--- config.mk ---
export PLATFORM = sky130hd
export DESIGN_NAME = bus_arb2
export DESIGN_NICKNAME = d
export VERILOG_FILES = /design/src/rtl/bus_arb2.sv
export SDC_FILE = /design/constraint.sdc
export NUM_CORES = 1
export LEC_CHECK = 0
export BUFFER_PORTS_ARGS = -buffer_cell sky130_fd_sc_hd__buf_2
export CAP_MARGIN = 20
export CELL_PAD_IN_SITES_DETAIL_PLACEMENT = 1
export CELL_PAD_IN_SITES_GLOBAL_PLACEMENT = 1
export CORE_AREA = 5 5 122 124
export CTS_BUF_LIST = sky130_fd_sc_hd__clkbuf_2
export DETAILED_ROUTE_END_ITERATION = 10
export DIE_AREA = 0 0 127 129
export GPL_TIMING_DRIVEN = 0
export HOLD_SLACK_MARGIN = 0.03
export PLACE_DENSITY_LB_ADDON = 0.1
export REMOVE_ABC_BUFFERS = 1
export SLEW_MARGIN = 20
export SYNTH_ARGS = -nofsm -noshare
export SYNTH_HDL_FRONTEND = slang
export SYNTH_SLANG_ARGS = --single-unit
--- constraint.sdc ---
create_clock -name clk -period 2.05 [get_ports clk]
set_input_delay 0.3075 -clock clk [delete_from_list [all_inputs] [get_ports clk]]
set_output_delay 0.3075 -clock clk [all_outputs]
set_load 0.02 [all_outputs]
--- src/rtl/bus_arb2.sv ---
// bus_arb2: two-master to one-slave request arbiter with in-order response routing.
// Define BUS_ARB_FIXED_PRIO_EN for strict m0 priority instead of round-robin.
module bus_arb2 #(
    parameter int unsigned BTI_AW    = 32,
    parameter int unsigned BTI_DW    = 32,
    parameter int unsigned OST_DEPTH = 4
) (
    input  logic                  clk,
    input  logic                  rst,

    input  logic                  m0_req_vld,
    output logic                  m0_req_rdy,
    input  logic                  m0_req_cmd,
    input  logic [BTI_AW-1:0]     m0_req_addr,
    input  logic [BTI_DW-1:0]     m0_req_data,
    input  logic [BTI_DW/8-1:0]   m0_req_strb,
    output logic                  m0_rsp_vld,
    input  logic                  m0_rsp_rdy,
    output logic [BTI_DW-1:0]     m0_rsp_data,
    output logic                  m0_rsp_ok,

    input  logic                  m1_req_vld,
    output logic                  m1_req_rdy,
    input  logic                  m1_req_cmd,
    input  logic [BTI_AW-1:0]     m1_req_addr,
    input  logic [BTI_DW-1:0]     m1_req_data,
    input  logic [BTI_DW/8-1:0]   m1_req_strb,
    output logic                  m1_rsp_vld,
    input  logic                  m1_rsp_rdy,
    output logic [BTI_DW-1:0]     m1_rsp_data,
    output logic                  m1_rsp_ok,

    output logic                  s_req_vld,
    input  logic                  s_req_rdy,
    output logic                  s_req_cmd,
    output logic [BTI_AW-1:0]     s_req_addr,
    output logic [BTI_DW-1:0]     s_req_data,
    output logic [BTI_DW/8-1:0]   s_req_strb,
    input  logic                  s_rsp_vld,
    output logic                  s_rsp_rdy,
    input  logic [BTI_DW-1:0]     s_rsp_data,
    input  logic                  s_rsp_ok
);

    localparam int unsigned PW = (OST_DEPTH > 1) ? $clog2(OST_DEPTH) : 1;
    localparam int unsigned CW = $clog2(OST_DEPTH + 1);
    localparam logic [CW-1:0] CNT_FULL = CW'(OST_DEPTH);

    typedef enum logic {
        MST_0 = 1'b0,
        MST_1 = 1'b1
    } mst_e;

    mst_e           gnt;
    mst_e           pref;
    mst_e           lock_id;
    mst_e           head;
    logic           lock;
    logic [PW-1:0]  wr_ptr;
    logic [PW-1:0]  rd_ptr;
    logic [CW-1:0]  cnt;
    mst_e           fifo [OST_DEPTH];
    logic           full;
    logic           empty;
    logic           gnt_vld;
    logic           req_hs;
    logic           rsp_hs;

`ifdef BUS_ARB_FIXED_PRIO_EN
    assign pref = MST_0;
`else
    mst_e rr_ptr;

    always_ff @(posedge clk or posedge rst) begin
        if (rst) begin
            rr_ptr <= MST_0;
        end else if (req_hs) begin
            rr_ptr <= (gnt == MST_0) ? MST_1 : MST_0;
        end
    end

    assign pref = rr_ptr;
`endif

    // A presented but unaccepted request pins the grant until its handshake.
    always_comb begin
        gnt = pref;
        if (lock) begin
            gnt = lock_id;
        end else if (m0_req_vld && !m1_req_vld) begin
            gnt = MST_0;
        end else if (m1_req_vld && !m0_req_vld) begin
            gnt = MST_1;
        end
    end

    assign full    = (cnt == CNT_FULL);
    assign empty   = (cnt == '0);
    assign gnt_vld = (gnt == MST_1) ? m1_req_vld : m0_req_vld;

    always_comb begin
        s_req_vld  = gnt_vld & ~full & ~rst;
        s_req_cmd  = m0_req_cmd;
        s_req_addr = m0_req_addr;
        s_req_data = m0_req_data;
        s_req_strb = m0_req_strb;
        if (gnt == MST_1) begin
            s_req_cmd  = m1_req_cmd;
            s_req_addr = m1_req_addr;
            s_req_data = m1_req_data;
            s_req_strb = m1_req_strb;
        end
        m0_req_rdy = (gnt == MST_0) & s_req_rdy & ~full & ~rst;
        m1_req_rdy = (gnt == MST_1) & s_req_rdy & ~full & ~rst;
    end

    assign req_hs = s_req_vld & s_req_rdy;
    assign head   = fifo[rd_ptr];

    // An empty order FIFO blocks the response path so a stray response stalls.
    always_comb begin
        s_rsp_rdy   = ~empty & ~rst & ((head == MST_1) ? m1_rsp_rdy : m0_rsp_rdy);
        m0_rsp_vld  = s_rsp_vld & ~empty & ~rst & (head == MST_0);
        m1_rsp_vld  = s_rsp_vld & ~empty & ~rst & (head == MST_1);
        m0_rsp_data = s_rsp_data;
        m1_rsp_data = s_rsp_data;
        m0_rsp_ok   = s_rsp_ok;
        m1_rsp_ok   = s_rsp_ok;
    end

    assign rsp_hs = s_rsp_vld & s_rsp_rdy;

    always_ff @(posedge clk or posedge rst) begin
        if (rst) begin
            lock    <= 1'b0;
            lock_id <= MST_0;
            wr_ptr  <= '0;
            rd_ptr  <= '0;
            cnt     <= '0;
        end else begin
            if (req_hs) begin
                lock <= 1'b0;
            end else if (s_req_vld && !s_req_rdy) begin
                lock    <= 1'b1;
                lock_id <= gnt;
            end
            if (req_hs) begin
                wr_ptr <= wr_ptr + 1'b1;
            end
            if (rsp_hs) begin
                rd_ptr <= rd_ptr + 1'b1;
            end
            case ({req_hs, rsp_hs})
                2'b10:   cnt <= cnt + 1'b1;
                2'b01:   cnt <= cnt - 1'b1;
                default: cnt <= cnt;
            endcase
        end
    end

    always_ff @(posedge clk) begin
        if (req_hs) begin
            fifo[wr_ptr] <= gnt;
        end
    end

endmodule

==> results of run 1 <==
[final cells by class]
| cell class | count | area share |
|---|---|---|
| diodes | 1 | 0.000625 |
| multi-input cells | 127 | 0.366 |
| clock inverters | 1 | 0.000938 |
| well taps | 180 | 0.0563 |
| repair buffers | 250 | 0.470 |
| flip-flops and latches | 14 | 0.0935 |
| clock buffers | 3 | 0.00375 |
| inverters | 8 | 0.00844 |
[power by group]
group / switching, mW / total [mW] / internal [mW] / leakage (nW)
combinational: 2.21 / 5.19 / 2.98 / 1.91
clock: 0.0912 / 0.134 / 0.0424 / 0.0140
sequential: 0.131 / 0.543 / 0.412 / 0.149
total: 2.43 / 5.86 / 3.43 / 2.07
[critical path, stage by stage, from the launching register on]
cell,delay [ps]
dfrtp_2,470
a21oi_2,210
o31ai_4,80
buf_6,130
buf_12,120
buf_16,120
buf_12,130
buf_8,130
mux2_4,300
buf_6,140
[sequential cells by signal (all words and copies together), names as in the netlist]
name and count:
pref 1, rd_ptr 2, lock_id 1, cnt 3, fifo 4, wr_ptr 2
lock 1
[final timing paths]
path | startpoint | slack [ps] | to
max | pref | -380 | s_req_data[22]
min | s_req_rdy | 230 | lock
max reg2reg | rd_ptr[1] | -120 | cnt[2]
min reg2reg | cnt[2] | 500 | cnt[2]
max in group asynchronous | rst | 1000 | rd_ptr[1]
min in group asynchronous | rst | 670 | lock_id
[logic make-up after synthesis]
kind of cell	count (synthesis)	share of synthesized area
compound gates	11	0.0395
xor+xnor	5	0.0195
fa+ha+maj	6	0.0367
buf+inv	81	0.269
flops	14	0.165
mux	78	0.403
simple gates	27	0.0674
[synth_stat cells, drive strengths merged]
cell | instances | share of area
o21ai | 1 | 0.0022
nand3 | 1 | 0.0022
a21oi | 3 | 0.0084
or3 | 1 | 0.0028
xnor2 | 2 | 0.0078
o41ai | 1 | 0.0039
mux2 | 70 | 0.37
nor2 | 7 | 0.012
xor2 | 3 | 0.012
nand2 | 5 | 0.0084
dfrtp | 10 | 0.11
buf | 73 | 0.26
and2 | 4 | 0.011
or3b | 1 | 0.0039
a31oi | 2 | 0.0056
inv | 8 | 0.013
nor2b | 4 | 0.014
nor3b | 3 | 0.010
mux2i | 8 | 0.036
nor4 | 1 | 0.0028
fa | 1 | 0.0089
ha | 5 | 0.028
edfxtp | 4 | 0.053
o31ai | 3 | 0.016
o211ai | 1 | 0.0033
[repair_timing]
item	4_1_cts	5_1_grt
gates cloned	3	1
pin swaps	7	4
buffers inserted	18	1
gates resized for setup	176	11
hold buffers	0	1
endpoints found under the setup margin	74	74
hold endpoints to repair	0	10
[routing by layer]
metal	up-vias	global-route usage
li1	1063	-
met1	1128	0.159
met2	183	0.235
met3	6	0.105
met4	4	0.00883
met5	-	0.00882
==> reports/metrics.csv, run 1 <==
metric,value,unit
skew,15.4,ps
routed-via-count,2384,
overflow,0,
fill_cells,1632,
holdPathStages,2,
hold_path.class,input port to flip-flop,
arrival,2120,ps
die-area,16400,um^2
drive_above_1_share,0.846,
nNetsFinal,589,
io_pins,320,
final_common_cell,buf_2,
cap_violations,0,
ys_seq_area_frac,0.165,
synth_area,2250,um^2
clock_path_buffers,2,
rsz0062_at_grt,true,
final_cell_mix,"158 x buf_2, 50 x buf_6, 45 x mux2_4, 25 x mux2_2, 25 x buf_4",
syn_inst,222,
grt_pass1_wl,17.6,mm
period_share,1.18,
ir_worst_vdd,0.608,mV
p_leak,2.07,nW
post-place-ws,-632,ps
startpoint_type,flip-flop,
clk-insertion-delay-late,280,ps
met3_length,1.94,mm
failed_checks,setup timing,
initial_core_util,0.164,
outcome,"finished, violations left",
endpoint_kind,output pin,
fin_util,0.293,
fin_ws,-377,ps
worst_slew_pin_slew,505,ps
dp_hpwl,10.9,mm
dr.pass1.iters,4,
ys.warnings.count,0,
tns,-21230,ps
area_delta_synth_final,78.1,%
top_layer,met5,
wl_met2,6.20,mm
antenna_found_initial,2,
viasPerCell,4.08,
grt_max_degree,13,
rows,43,
r2r.worst_path.cells,10,
fin_cells,584,
drc,0,
yosysUniqueCellTypes,31,
max_slew_margin,0.662,
power,5.86,mW
htreeDepth,1,
worst_hold_slack,232,ps
die_w,127,um
power_density,1470,nW/um^2
synth_seq_cells,14,
first_global_vias,2789,
drtAntennaViolNets,0,
finalHoldViolCount,0,
critPathMaxFanout,5,
cts_tree,built,
setup_viol,72,
gp_congestion,0.783,
wl_per_cell,22.1,um
register_area,374,um^2
fmax,0.412,GHz
finalCriticalPeriod,2430,ps
root_buffer,clkbuf_2,
core,13700,um^2
drt-initial-drc-count,28,
path_clk_slew,150,ps
grt_use_total,0.144,
routed_wl,12.9,mm
maxSlewViolCount,0,
critical_path_class,flip-flop to output pin,
cts_buffers,3,
place.port_buffers,220,
dpl.cell_count,556,
synth_area_per_cell,10.1,um^2
stdcell_area,4000,um^2
postPlaceCellArea,3100,um^2
critPathRequiredTime,1740,ps
cts.sinks,14,
die_h,129,um
wl_met1,4.71,mm
multiInputGateArea,1470,um^2
No activity file was read; power rests on OpenSTA's default activity.
==> inputs of run 2 (changes only) <==
==> constraint.sdc (replaced) <==
create_clock -name clk -period 2.05 [get_ports clk]
set_input_delay 0.3075 -clock clk [delete_from_list [all_inputs] [get_ports clk]]
set_output_delay 0.3075 -clock clk [all_outputs]
set_load 0.005 [all_outputs]
==> run 2 against run 1 <==
  * The flow still finishes with violations (setup timing)
  * Clock skew about the same
  * Flip-flop and latch count unchanged
  * Sequential share of layout area unchanged
  * Register-to-register slack about the same
  * Cell count up 0.17%
  * Critical path depth unchanged
  * Combinational power down 12%
==> reports/metrics.csv, run 2 (synthesized netlist as in run 1, its figures left out) <==
metric,value,unit,change
finalCriticalPeriod,2400,ps,-24.7 ps
drt-initial-drc-count,32,,+14%
clk-insertion-delay-late,280,ps,about the same
drive_above_1_share,0.844,,-0.00209
fin_util,0.293,,unchanged
path_clk_slew,150,ps,about the same
rsz0062_at_grt,true,,
critical_path_class,flip-flop to output pin,,
arrival,2090,ps,-30 ps
skew,15.5,ps,+0.0773 ps
cp_slowest_cell,dfrtp_2,,
failed_checks,setup timing,,
clock_path_buffers,2,,unchanged
initial_core_util,0.164,,unchanged
power_density,1310,nW/um^2,-11%
dpl.cell_count,556,,unchanged
use_met3,0.105,,-0.000415
critPathMaxFanout,5,,unchanged
nNetsFinal,590,,+0.17%
met2_usage,0.235,,+0.000623
holdPathStages,2,,unchanged
area_delta_synth_final,78.1,%,unchanged
setup_viol,71,,-1.4%
cp_top_family,buffers and inverters,,
drc,0,,unchanged
drtAntennaViolNets,0,,unchanged
endpoint_kind,output pin,,
max_slew_margin,0.665,,+0.00259
root_buffer,clkbuf_2,,
dr.pass1.iters,4,,unchanged
fin_cells,585,,+0.17%
p_leak,2.09,nW,+0.88%
cts_buffers,3,,unchanged
io_pins,320,,unchanged
rows,43,,unchanged
die_h,129,um,unchanged
worst_slew_pin_slew,501,ps,-3.88 ps
startpoint_type,flip-flop,,
die_w,127,um,unchanged
core,13700,um^2,unchanged
final_common_cell,buf_2,,
wl_per_cell,22.0,um,-0.33%
maxSlewViolCount,0,,unchanged
largest_register_ffs,4,,unchanged
met1_usage,0.160,,+0.00100
outcome,"finished, violations left",,
first_global_vias,2793,,+0.14%
cts.sinks,14,,unchanged
antenna_found_initial,2,,unchanged
fin_ws,-352,ps,+24.7 ps
cpPeakStageDelay,470,ps,about the same
top_register,fifo,,
routed-via-count,2373,,-0.46%
path_buf_inv,6,,unchanged
fmax,0.416,GHz,+1.0%
largestRegisters,"fifo (4), cnt (3)",,
crit_chain,"a21oi_2, o31ai_4, buf_6, buf_12, buf_16, buf_12, buf_8, mux2_4, buf_6",,
r2r.worst_path.cells,10,,unchanged
viasPerCell,4.06,,-0.63%
gp_congestion,0.783,,unchanged
die-area,16400,um^2,unchanged
htreeDepth,1,,unchanged
final_cell_mix,"171 x buf_2, 54 x buf_6, 49 x mux2_4, 21 x mux2_2, 9 x buf_4",,
ir_worst_vdd,0.442,mV,-27%
worstSetupPathDepth,9,,unchanged
period_share,1.17,,-0.0120
grt.busiest_layer,met2,,
place.port_buffers,220,,unchanged
cts_tree,built,,
overflow,0,,unchanged
grt_pass1_wl,17.7,mm,+0.51%
finalHoldViolCount,0,,unchanged
worst_hold_slack,232,ps,-0.176 ps
critPathRequiredTime,1740,ps,about the same
dp_hpwl,10.9,mm,unchanged
reg2reg_slack,-120,ps,about the same
cap_violations,0,,unchanged
grt_use_total,0.144,,+0.000433
grt_max_degree,13,,unchanged
routed_wl,12.9,mm,-0.16%
hold_path.class,input port to flip-flop,,
==> run 2: cell types whose count changed in the layout (fill, tap and decap cells not counted), sizes merged <==
| cell | before | now |
|---|---|---|
| buf | 248 | 249 |
==> run 2: area by class of cell <==
class | count | area [um^2]
clock buffers | 3 | 15.0
fillers | 1625 | 9660
clock inverters | 1 | 3.75
flip-flops and latches | 14 | 374
well taps | 180 | 225
multi-input cells | 127 | 1470
repair buffers | 251 | 1880
inverters | 8 | 33.8
diodes | 1 | 2.50
==> run 2: path summary, 6_finish.rpt <==
check                      startpoint        endpoint
max in group asynchronous         rst       rd_ptr[1]
min in group asynchronous         rst         lock_id
setup reg to reg            rd_ptr[1]          cnt[2]
hold reg to reg                cnt[2]          cnt[2]
hold / removal              s_req_rdy            lock
setup / recovery                 pref  s_req_data[22]
==> run 2: routing by layer <==
layer,vias up,wire (um)
met5,-,34
met4,4,16
met3,6,1930
met2,177,6170
met1,1121,4720
li1,1065,-
==> run 2: worst reg2reg max path, cell delays in order (launching register included) <==
cell	delay, ps
dfrtp_2	450
mux2i_2	280
mux2i_2	130
mux2i_2	180
nor2_1	120
ha_2	210
inv_2	40
fa_2	320
xor2_1	140
nor2_1	110
xor2_1	140
==> run 2: power breakdown <==
group / leakage, nW / switching (mW) / internal [mW]
registers: 0.149 / 0.135 / 0.412
logic: 1.93 / 1.59 / 2.96
clock network: 0.0140 / 0.0912 / 0.0424
==> run 2: through the flow <==
stage | setup WS [ps] | cell area [um^2] | setup TNS (ps) | power (mW)
after floorplan | -1210 | 1670 | -89020 | 2.07
after global placement | -2430 | 3000 | -178680 | 3.19
after detailed placement | -604 | 3100 | -19040 | 3.33
after CTS | -406 | 3910 | -24190 | 5.17
after global routing | -435 | 4000 | -26460 | 5.56
final | -352 | 4000 | -19120 | 5.24
==> run 2: repair_timing <==
item | 4_1_cts | 5_1_grt
hold buffers | 0 | 1
buffers inserted | 19 | 1
cloned | 3 | 1
resized for setup | 117 | 15
setup endpoints to repair | 74 | 74
endpoints found under the hold margin | 0 | 10
pin swaps | 6 | 5
==> inputs of run 3 (changes only) <==
--- a/config.mk
+++ b/config.mk
@@ -9,10 +9,10 @@
 export CAP_MARGIN = 20
 export CELL_PAD_IN_SITES_DETAIL_PLACEMENT = 1
 export CELL_PAD_IN_SITES_GLOBAL_PLACEMENT = 1
-export CORE_AREA = 5 5 122 124
+export CORE_AREA = 5 5 120 122
 export CTS_BUF_LIST = sky130_fd_sc_hd__clkbuf_2
 export DETAILED_ROUTE_END_ITERATION = 10
-export DIE_AREA = 0 0 127 129
+export DIE_AREA = 0 0 125 127
 export GPL_TIMING_DRIVEN = 0
 export HOLD_SLACK_MARGIN = 0.03
 export PLACE_DENSITY_LB_ADDON = 0.1
==> constraint.sdc (replaced) <==
create_clock -name clk -period 3 [get_ports clk]
set_input_delay 0.45 -clock clk [delete_from_list [all_inputs] [get_ports clk]]
set_output_delay 0.45 -clock clk [all_outputs]
set_load 0.005 [all_outputs]
==> run 3 against run 2 <==
  * Total power is 57% lower
  * Sequential power shrank 35%
  * Via count is 7.6% lower
  * The run now ends clean
  * Register-to-register slack gained 640 ps
  * Critical path depth is 2 lower
  * Critical endpoint is now s_req_data[0]
  * Cell count is 5.0% lower
  * Worst setup slack better by 540 ps
  * Utilization down 5.6 points
  * Combinational power is 60% lower
  * Count of clock-buffer cells in the layout unchanged
==> reports/metrics.csv, run 3 (synthesized netlist as in run 1, its figures left out) <==
metric,value,unit,change
core,13100,um^2,-4.2%
cts_buffers,3,,unchanged
grt_use_total,0.137,,-0.00694
crit_chain,"o31ai_4, buf_8, buf_6, buf_6, buf_8, mux2_2, buf_2",,
die_h,127,um,-1.6%
htreeDepth,1,,unchanged
critical_path_class,flip-flop to output pin,,
cts.sinks,14,,unchanged
wl_met2,5.57,mm,-9.8%
grt_max_degree,16,,+3
drt-initial-drc-count,44,,+38%
skew,17.9,ps,+2.45 ps
grt_pass1_wl,16.6,mm,-6.6%
diodes,0,,-1
cp_slowest_cell,dfrtp_1,,
clock_path_buffers,2,,unchanged
nNetsFinal,566,,-4.1%
die_w,125,um,-1.6%
cts_tree,built,,
maxSlewViolCount,0,,unchanged
finalHoldViolCount,0,,unchanged
clk-insertion-delay-late,290,ps,about the same
path_buf_inv,5,,-1
initial_core_util,0.172,,+0.00730
gp_congestion,0.784,,+0.19%
rsz0062_at_grt,false,,
fin_ws,186,ps,+538 ps
p_leak,1.63,nW,-22%
top_layer,met4,,
cap_violations,0,,unchanged
hold_path.class,input port to async pin,,
cts_hold_buf,0,,unchanged
ir_worst_vdd,0.189,mV,-57%
power_density,734,nW/um^2,-44%
postPlaceCellArea,3070,um^2,-0.93%
routed_wl,11.9,mm,-7.9%
io_pins,320,,unchanged
pwr-share-clk,0.043,,+0.017
post-place-ws,-36.5,ps,+568 ps
area_delta_synth_final,38.0,%,
drtAntennaViolNets,0,,unchanged
fill_cells,1576,,-3.0%
overflow,0,,unchanged
first_global_vias,2533,,-9.3%
dp_hpwl,10.9,mm,-0.81%
final_common_cell,buf_2,,
period_share,0.938,,
drive_above_1_share,0.797,,-0.0467
worst_slew_pin_slew,588,ps,+86.8 ps
wl_met1,4.20,mm,-11%
top_register,fifo,,
arrival,2360,ps,+270 ps
antenna_found_initial,0,,-2
p_seq_frac,0.156,,+0.052
dr.pass1.iters,3,,-1
stdcell_area,3100,um^2,-23%
critPathRequiredTime,2550,ps,+810 ps
tns,0,ps,+19120 ps
outcome,completed,,
critPathMaxFanout,15,,+10
path_clk_slew,160,ps,about the same
routed-via-count,2193,,-7.6%
root_buffer,clkbuf_2,,
met3_length,2.05,mm,+5.8%
rows,42,,-2.3%
internal_power,1.34,mW,-61%
largestRegisters,"fifo (4), cnt (3)",,
final_cell_mix,"220 x buf_2, 58 x mux2_2, 10 x mux2_4, 9 x dfrtp_1",,
wl_per_cell,21.3,um,-3.1%
drc,0,,unchanged
power,2.28,mW,-57%
setup_viol,0,,-100%
largest_register_ffs,4,,unchanged
viasPerCell,3.94,,-2.8%
p_sw,0.934,mW,-49%
die-area,15900,um^2,-3.1%
startpoint_type,flip-flop,,
endpoint_kind,output pin,,
place.port_buffers,220,,unchanged
cp_top_family,buffers and inverters,,
cpPeakStageDelay,500,ps,+30 ps
sw_frac_of_total,0.410,,+0.0628
fmax,0.355,GHz,
finalCriticalPeriod,2810,ps,
pwr-share-comb,0.802,,-0.068
max_slew_margin,0.607,,-0.0576
==> run 3: layout make-up <==
class,instances,area [um^2],share of cell area
inverter,8,30.0,0.00969
clock buffer,3,15.0,0.00484
clock inverter,1,3.75,0.00121
sequential,14,372,0.120
tap,176,220,0.0710
timing repair buffer,227,1190,0.383
multi-input combinational,127,1270,0.410
==> run 3: power by group through the flow <==
stage | sequential (mW) | combinational [mW] | clock (mW)
floorplan | 0.342 | 1.07 | 0
global placement | 0.364 | 1.80 | 0
detailed placement | 0.359 | 1.86 | 0
CTS | 0.355 | 1.89 | 0.105
global route | 0.369 | 2.00 | 0.113
finish | 0.354 | 1.82 | 0.0970
==> run 3: worst paths after layout <==
path | from | to | slack [ps] | depth (start not counted)
max | lock | s_req_data[0] | 190 | 7
max in group asynchronous | rst | pref | 2480 | 2
min | rst | lock_id | 180 | 2
min in group clk | s_req_rdy | lock | 340 | 2
max reg2reg | cnt[0] | cnt[2] | 520 | 10
min reg2reg | cnt[2] | cnt[2] | 490 | 1
==> run 3: metal layers <==
layer | GRT usage | up-vias
li1 | - | 1015
met1 | 0.148 | 994
met2 | 0.220 | 182
met3 | 0.112 | 2
met4 | 0.00765 | 0
met5 | 0.0155 | -
==> run 3: metrics by stage <==
stage,utilization,instances,hold WS (ps)
CTS,0.237,556,178
global placement,0.229,545,480
global route,0.237,556,200
finish,0.237,556,176
detailed placement,0.235,551,476
floorplan,-,149,306
==> run 3: timing repair <==
item | CTS | global route
gates resized for setup | 0 | 1
buffers inserted | 1 | 0
pin swaps | 1 | 0
endpoints found under the setup margin | 34 | 4
